$ cat src/rtl/hex_word_entry.sv
// Hex word entry: debounced keys build a W-bit word nibble by nibble,
// then hand it off on a valid/ready port.
module hex_word_entry #(
    parameter int DEBOUNCE_CYCLES = 500000,
    parameter int DIGITS          = 8
) (
    input  logic                         clk,
    input  logic                         rst_n,
    input  logic [3:0]                   nibble_in,
    input  logic                         key_push_n,
    input  logic                         key_clear_n,
    input  logic                         key_commit_n,
    output logic [4*DIGITS-1:0]          entry_word,
    output logic [$clog2(DIGITS+1)-1:0]  digit_count,
    output logic [4*DIGITS-1:0]          data_out,
    output logic                         word_valid,
    input  logic                         word_ready
);

    localparam int W  = 4 * DIGITS;
    localparam int NW = $clog2(DIGITS + 1);
    localparam int CW = $clog2(DEBOUNCE_CYCLES + 1);
    localparam logic [CW-1:0] CNT_LAST = CW'(DEBOUNCE_CYCLES - 1);
    localparam logic [NW-1:0] CNT_FULL = NW'(DIGITS);

    typedef enum logic {ENTRY, HOLD} state_t;

    state_t        state;
    logic [2:0]    raw_n;
    logic [2:0]    sync1;
    logic [2:0]    sync2;
    logic [2:0]    stable;
    logic [2:0]    evt;
    logic [CW-1:0] cnt [3];
    logic          push_ev;
    logic          clr_ev;
    logic          cmt_ev;

    assign raw_n   = {key_commit_n, key_clear_n, key_push_n};
    assign push_ev = evt[0];
    assign clr_ev  = evt[1];
    assign cmt_ev  = evt[2];

    // Stable flips on the cycle the counter would reach DEBOUNCE_CYCLES,
    // and the press pulse is registered alongside it.
    always_ff @(posedge clk or negedge rst_n) begin
        if (!rst_n) begin
            sync1  <= '1;
            sync2  <= '1;
            stable <= '1;
            evt    <= '0;
            for (int k = 0; k < 3; k++) cnt[k] <= '0;
        end else begin
            sync1 <= raw_n;
            sync2 <= sync1;
            for (int k = 0; k < 3; k++) begin
                evt[k] <= 1'b0;
                if (sync2[k] == stable[k]) begin
                    cnt[k] <= '0;
                end else if (cnt[k] == CNT_LAST) begin
                    stable[k] <= sync2[k];
                    cnt[k]    <= '0;
                    evt[k]    <= stable[k];
                end else begin
                    cnt[k] <= cnt[k] + 1'b1;
                end
            end
        end
    end

    always_ff @(posedge clk or negedge rst_n) begin
        if (!rst_n) begin
            state       <= ENTRY;
            entry_word  <= '0;
            digit_count <= '0;
            data_out    <= '0;
            word_valid  <= 1'b0;
        end else begin
            if (clr_ev) begin
                entry_word  <= '0;
                digit_count <= '0;
            end else if (cmt_ev) begin
                if (state == ENTRY) begin
                    data_out    <= entry_word;
                    word_valid  <= 1'b1;
                    entry_word  <= '0;
                    digit_count <= '0;
                    state       <= HOLD;
                end
            end else if (push_ev) begin
                entry_word <= (entry_word << 4) | W'(nibble_in);
                if (digit_count != CNT_FULL)
                    digit_count <= digit_count + 1'b1;
            end
            if (state == HOLD && word_ready) begin
                word_valid <= 1'b0;
                state      <= ENTRY;
            end
        end
    end

endmodule
$ cat config.mk
export PLATFORM = sky130hd
export DESIGN_NAME = hex_word_entry
export DESIGN_NICKNAME = d
export VERILOG_FILES = /design/src/rtl/hex_word_entry.sv
export SDC_FILE = /design/constraint.sdc
export NUM_CORES = 1
export LEC_CHECK = 0
export ABC_AREA = 1
export CAP_MARGIN = 10
export CORE_UTILIZATION = 55
export DETAILED_ROUTE_END_ITERATION = 10
export GPL_ROUTABILITY_DRIVEN = 0
export PLACE_DENSITY = 0.79
export SLEW_MARGIN = 15
export SYNTH_ARGS = -nofsm -noshare
export SYNTH_HDL_FRONTEND = slang
export SYNTH_SLANG_ARGS = --single-unit
$ cat constraint.sdc
create_clock -name clk -period 2.6 [get_ports clk]
set_input_delay 0.39 -clock clk [delete_from_list [all_inputs] [get_ports clk]]
set_output_delay 0.39 -clock clk [all_outputs]
set_load 0.05 [all_outputs]
* After elaboration in Yosys (flattened, before gate mapping)
Index checks and enable logic that the tools add are counted.
** Operators by class
- Equal/unequal tests :: 10
- Muxes and demuxes :: 28
- Reduce and logical (&&, ||, !) cells :: 12
- $add $sub $neg :: 4
- Bitwise operators :: 6
** Operators with widths (number)
- two-way mux 32 bit :: 4
- two-way mux 19 bit :: 6
- adder 19 x 1 -> 19 bit, second input constant :: 3
- == test 19 bit, second input constant :: 3
- bitwise OR 32 x 4 -> 32 bit :: 1
- two-way mux 4 bit :: 5
- two-way mux 1 bit :: 13
- AND reduction 2 bit :: 5
- AND reduction 3 bit :: 3
- nonzero test 3 bit :: 2
- inverter 1 bit :: 5
- adder 4 x 1 -> 4 bit, second input constant :: 1
- inequality test 2 x 1 -> 1 bit, second input constant :: 2
- inequality test 4 bit, second input constant :: 1
- == test 1 bit :: 3
- inequality test 3 bit, second input constant :: 1
- nonzero test 2 bit :: 1
- logical AND 1 bit :: 1
** Storage, ports and cells
- Bits of input ports :: 10
- Bits in registers :: 139

* Logic depth before layout (Yosys ltp)
- Depth after elaboration :: 5
- Gate-level depth with buffers :: 9
- Mapped depth without buffers :: 9

* Least setup slack after synthesis
Ideal clock, no wire load.
- Path kind :: reg2reg
- From :: register digit_count[0]
- To :: register digit_count[2]
- Clock period less this slack :: 1.620 ns
- Path buffers :: 0
- Arrival :: 1.497 ns
- Setup slack :: 0.980 ns
- Cell stages (with the launch flop) :: 9
- Data required time :: 2.477 ns
- Library setup time :: 0.123 ns
- Cell sequence :: dfrtp_1 inv_1 ha_1 nand3_1 nor2_1 nor2_2 inv_1 nand2_1 o21ai_1
** On the way
- Longest elaborated chain between the ends :: 5
** Ends and longest elaborated chain
- start, declared :: RTL line 14 : output logic [$clog2(DIGITS+1)-1:0] digit_count,
- start signal, assigned :: RTL line 93 : digit_count <= digit_count + 1'b1;
- adder 4 x 1 -> 4 bit :: RTL line 93
- two-way mux 4 bit :: RTL line 92 : if (digit_count != CNT_FULL)
- two-way mux 4 bit :: RTL line 90 : end else if (push_ev) begin
- two-way mux 4 bit :: RTL line 82 : end else if (cmt_ev) begin
- two-way mux 4 bit :: RTL line 79 : if (clr_ev) begin
Parallel ways exist; a longest one is shown, timed or not. The select of a mux whose other input is x is not followed.
A chain may end at the register's enable or synchronous reset.

* Worst setup path after layout
- From :: register digit_count[2]
- To :: output digit_count[2]
No word-level cell between the ends.

==> impl_metrics.csv <==
group,metric,value,unit
yosys,syn-cell-area,6776,µm²
global_routing,grt_pass1_vias,5304,
worst_setup_path,crit_chain,"clkdlybuf4s50_1",
die,die_y,113,µm
clock_network,clock_latency,0.42,ns
sta,setup-tns-final,0,ns
global_routing,overflow,0,
worst_setup_path,path_max_fanout,5,
detailed_routing,wl_per_cell,14.30,µm
yosys,ys_seq_elements,139,
yosys,ys_seq_area_share,51.50,%
die,die_w,113,µm
sta,fmax,470.9,MHz
worst_setup_path,cp_top_family,"buffers and inverters",
detailed_routing,dr_total_vias,5476,
yosys,synth_area_per_cell,8.567,µm²
placement,port_buffers,78,
pwr,power,4.994,mW
worst_setup_path,cp.arrival,1.73,ns
yosys,ys_types,33,
global_routing,grt_pass1_wl,25300,µm
worst_setup_path,critPathRequiredTime,2.21,ns
global_routing,grt_usage,25.22,%
global_routing,grt_max_degree,63,
pwr,ir_drop,0.0003795,V
run_status,status,"complete, no violations",
worst_setup_path,path_class,"flop to output port",
yosys,syn_inst,791,
sta,drv_slew,0,
sta,fin_crit,2.124,ns
cells_and_area,fin_util,69.54,%
worst_setup_path,crit_path_max_incr_delay,0.87,ns
die,boundaryPins,79,
cells_and_area,layout-drive-gt1-share,13.87,%
cells_and_area,area_delta_synth_final,23.26,%
worst_setup_path,end_kind,"output port",
placement,hpwl,10300,µm
detailed_routing,ant_nets,0,
detailed_routing,drtIter0Drc,347,
yosys,synth_edf_count,0,
sta,finalHoldViolCount,0,
clock_network,postCtsSetupRepairBufs,0,
sta,rsz0062_at_grt,"no",
global_routing,antenna_found_initial,0,
sta,whs,0.3579,ns
detailed_routing,drc_errors,0,
sta,worst_pin_slew,0.5915,ns
detailed_routing,totalWireLength,14790,µm
sta,relSlewSlack,60.52,%
die,core,12010,µm²
worst_setup_path,slowest_stage,"clkdlybuf4s50_1",
yosys,yosysWarningCount,0,
sta,clock-skew-final,0.008851,ns
sta,fin_crit_sh,81.67,%
worst_setup_path,worst_setup_path_start_kind,"flop",
clock_network,clk_pin_slew,0.06,ns
die,fp.dieArea,12770,µm²
clock_network,root_buffer,"clkbuf_16",
yosys,synthFlopType,"dfrtp_1",
run,cap_violations,0,
detailed_routing,via_per_inst,5.296,
worst_setup_path,cp_num_buf_inv,1,
clock_network,cts_inserted_buffers,17,
sta,finalSetupViolations,0,
pwr,power_leakage,3.550,nW
cells_and_area,fin_nets,889,
placement,dpl.cell_count,1001,
clock_network,cts_tree,"yes",
die,fp-row-count,40,
hold_path,hold_class,"flop to flop",
pwr,powerDensity,597.8,nW/µm²
yosys,synth_async_sr_flop_share,100.0,%
cells_and_area,final_cells,1034,
detailed_routing,firstDrtPassIters,5,
die,initial_core_util,56.42,%
clock_network,clk_path_buf_depth,2,
yosys,synth_fp_nets,806,
cells_and_area,antennaDiodeCount,0,
clock_network,numClockSinks,139,
clock_network,htreeDepth,4,
final timing paths:
kind / slack [ns] / depth (start not counted) / startpoint / to
min in group asynchronous: 0.48 / 2 / rst_n / data_out[7]
max reg2reg: 0.85 / 8 / evt[2] / digit_count[2]
min: 0.36 / 0 / sync1[0] / sync2[0]
max: 0.48 / 1 / digit_count[2] / digit_count[2]
min reg2reg: 0.36 / 0 / sync1[0] / sync2[0]
max in group asynchronous: 1.34 / 3 / rst_n / stable[1]
stage by stage:
step | setup WS [ns] | instance area, µm²
final | 0.4765 | 8353
after detailed placement | 0.8804 | 7689
after global routing | 0.4419 | 8353
after floorplan | 0.9796 | 6777
after global placement | 0.9466 | 7689
after CTS | 0.4770 | 8353
area by class of cell:
| type | instances | area, µm² |
|---|---|---|
| sequential | 139 | 3490 |
| clock inverter | 13 | 211.5 |
| fill | 910 | 3659 |
| timing repair buffer | 84 | 867.1 |
| multi-input combinational | 529 | 2769 |
| inverter | 103 | 389.1 |
| clock buffer | 19 | 442.9 |
| tap | 147 | 183.9 |
Yosys cell counts, drive strengths merged, types with 6 or more instances:
library cell | n | share of area (%)
a21oi | 13 | 0.96
buf | 16 | 1.7
dfrtp | 130 | 48
dfstp | 9 | 3.5
inv | 103 | 5.7
nand2 | 141 | 7.8
nand3 | 86 | 8.5
nand4 | 11 | 1.0
nor2 | 152 | 8.8
nor3 | 6 | 0.44
o21ai | 76 | 7.6
xor2 | 21 | 2.7
kinds of logic after synthesis:
group,Yosys count,share of synthesized area [%]
AO/OA/AOI/OAI,93,8.918
flip-flops,139,51.50
XOR/XNOR,26,3.360
adder cells (fa/ha/maj),5,0.9232
AND/OR/NAND/NOR,405,27.58
buffers and inverters,123,7.718
what timing repair did:
item,in CTS,in global routing
endpoints found under the hold margin,43,0
hold buffers,1,0
resized for setup,0,0
power by group:
part,switching [mW],leakage (nW),internal (mW)
Sequential,0.0119,1.88,2.19
Clock,0.941,0.319,1.74
Combinational,0.0827,1.35,0.0345
Total,1.04,3.55,3.96
state kept, by name (all words and copies together), names as in the netlist:
register / flops
cnt: 57
data_out: 32
digit_count: 4
entry_word: 32
evt: 3
stable: 3
state: 1
sync1: 3
sync2: 3
word_valid: 1
metal layers:
layer | vias up | part of all wire (%) | wire length, µm | global-route usage (%)
met5 | - | 0 | 0 | 0
met3 | 24 | 4.8 | 706 | 5.678
li1 | 2688 | - | - | -
met4 | 0 | 1.6 | 234 | 8.070
met2 | 162 | 50 | 7387 | 42.49
met1 | 2602 | 44 | 6463 | 32.53
placed cells by master (no fill, tap or decap), drive strengths merged, types with 3 or more instances in the layout:
cell,instances
nand2,141
xor2,21
nand4,11
clkinv,3
bufinv,5
nand3,86
nor3b,5
dfstp,9
dfrtp,130
nor2,152
a21oi,13
buf,6
ha,5
inv,107
nor3,6
clkdlybuf4s50,77
o21ai,76
xnor2,5
clkbuf,19
(Power assumes the default switching activity.)
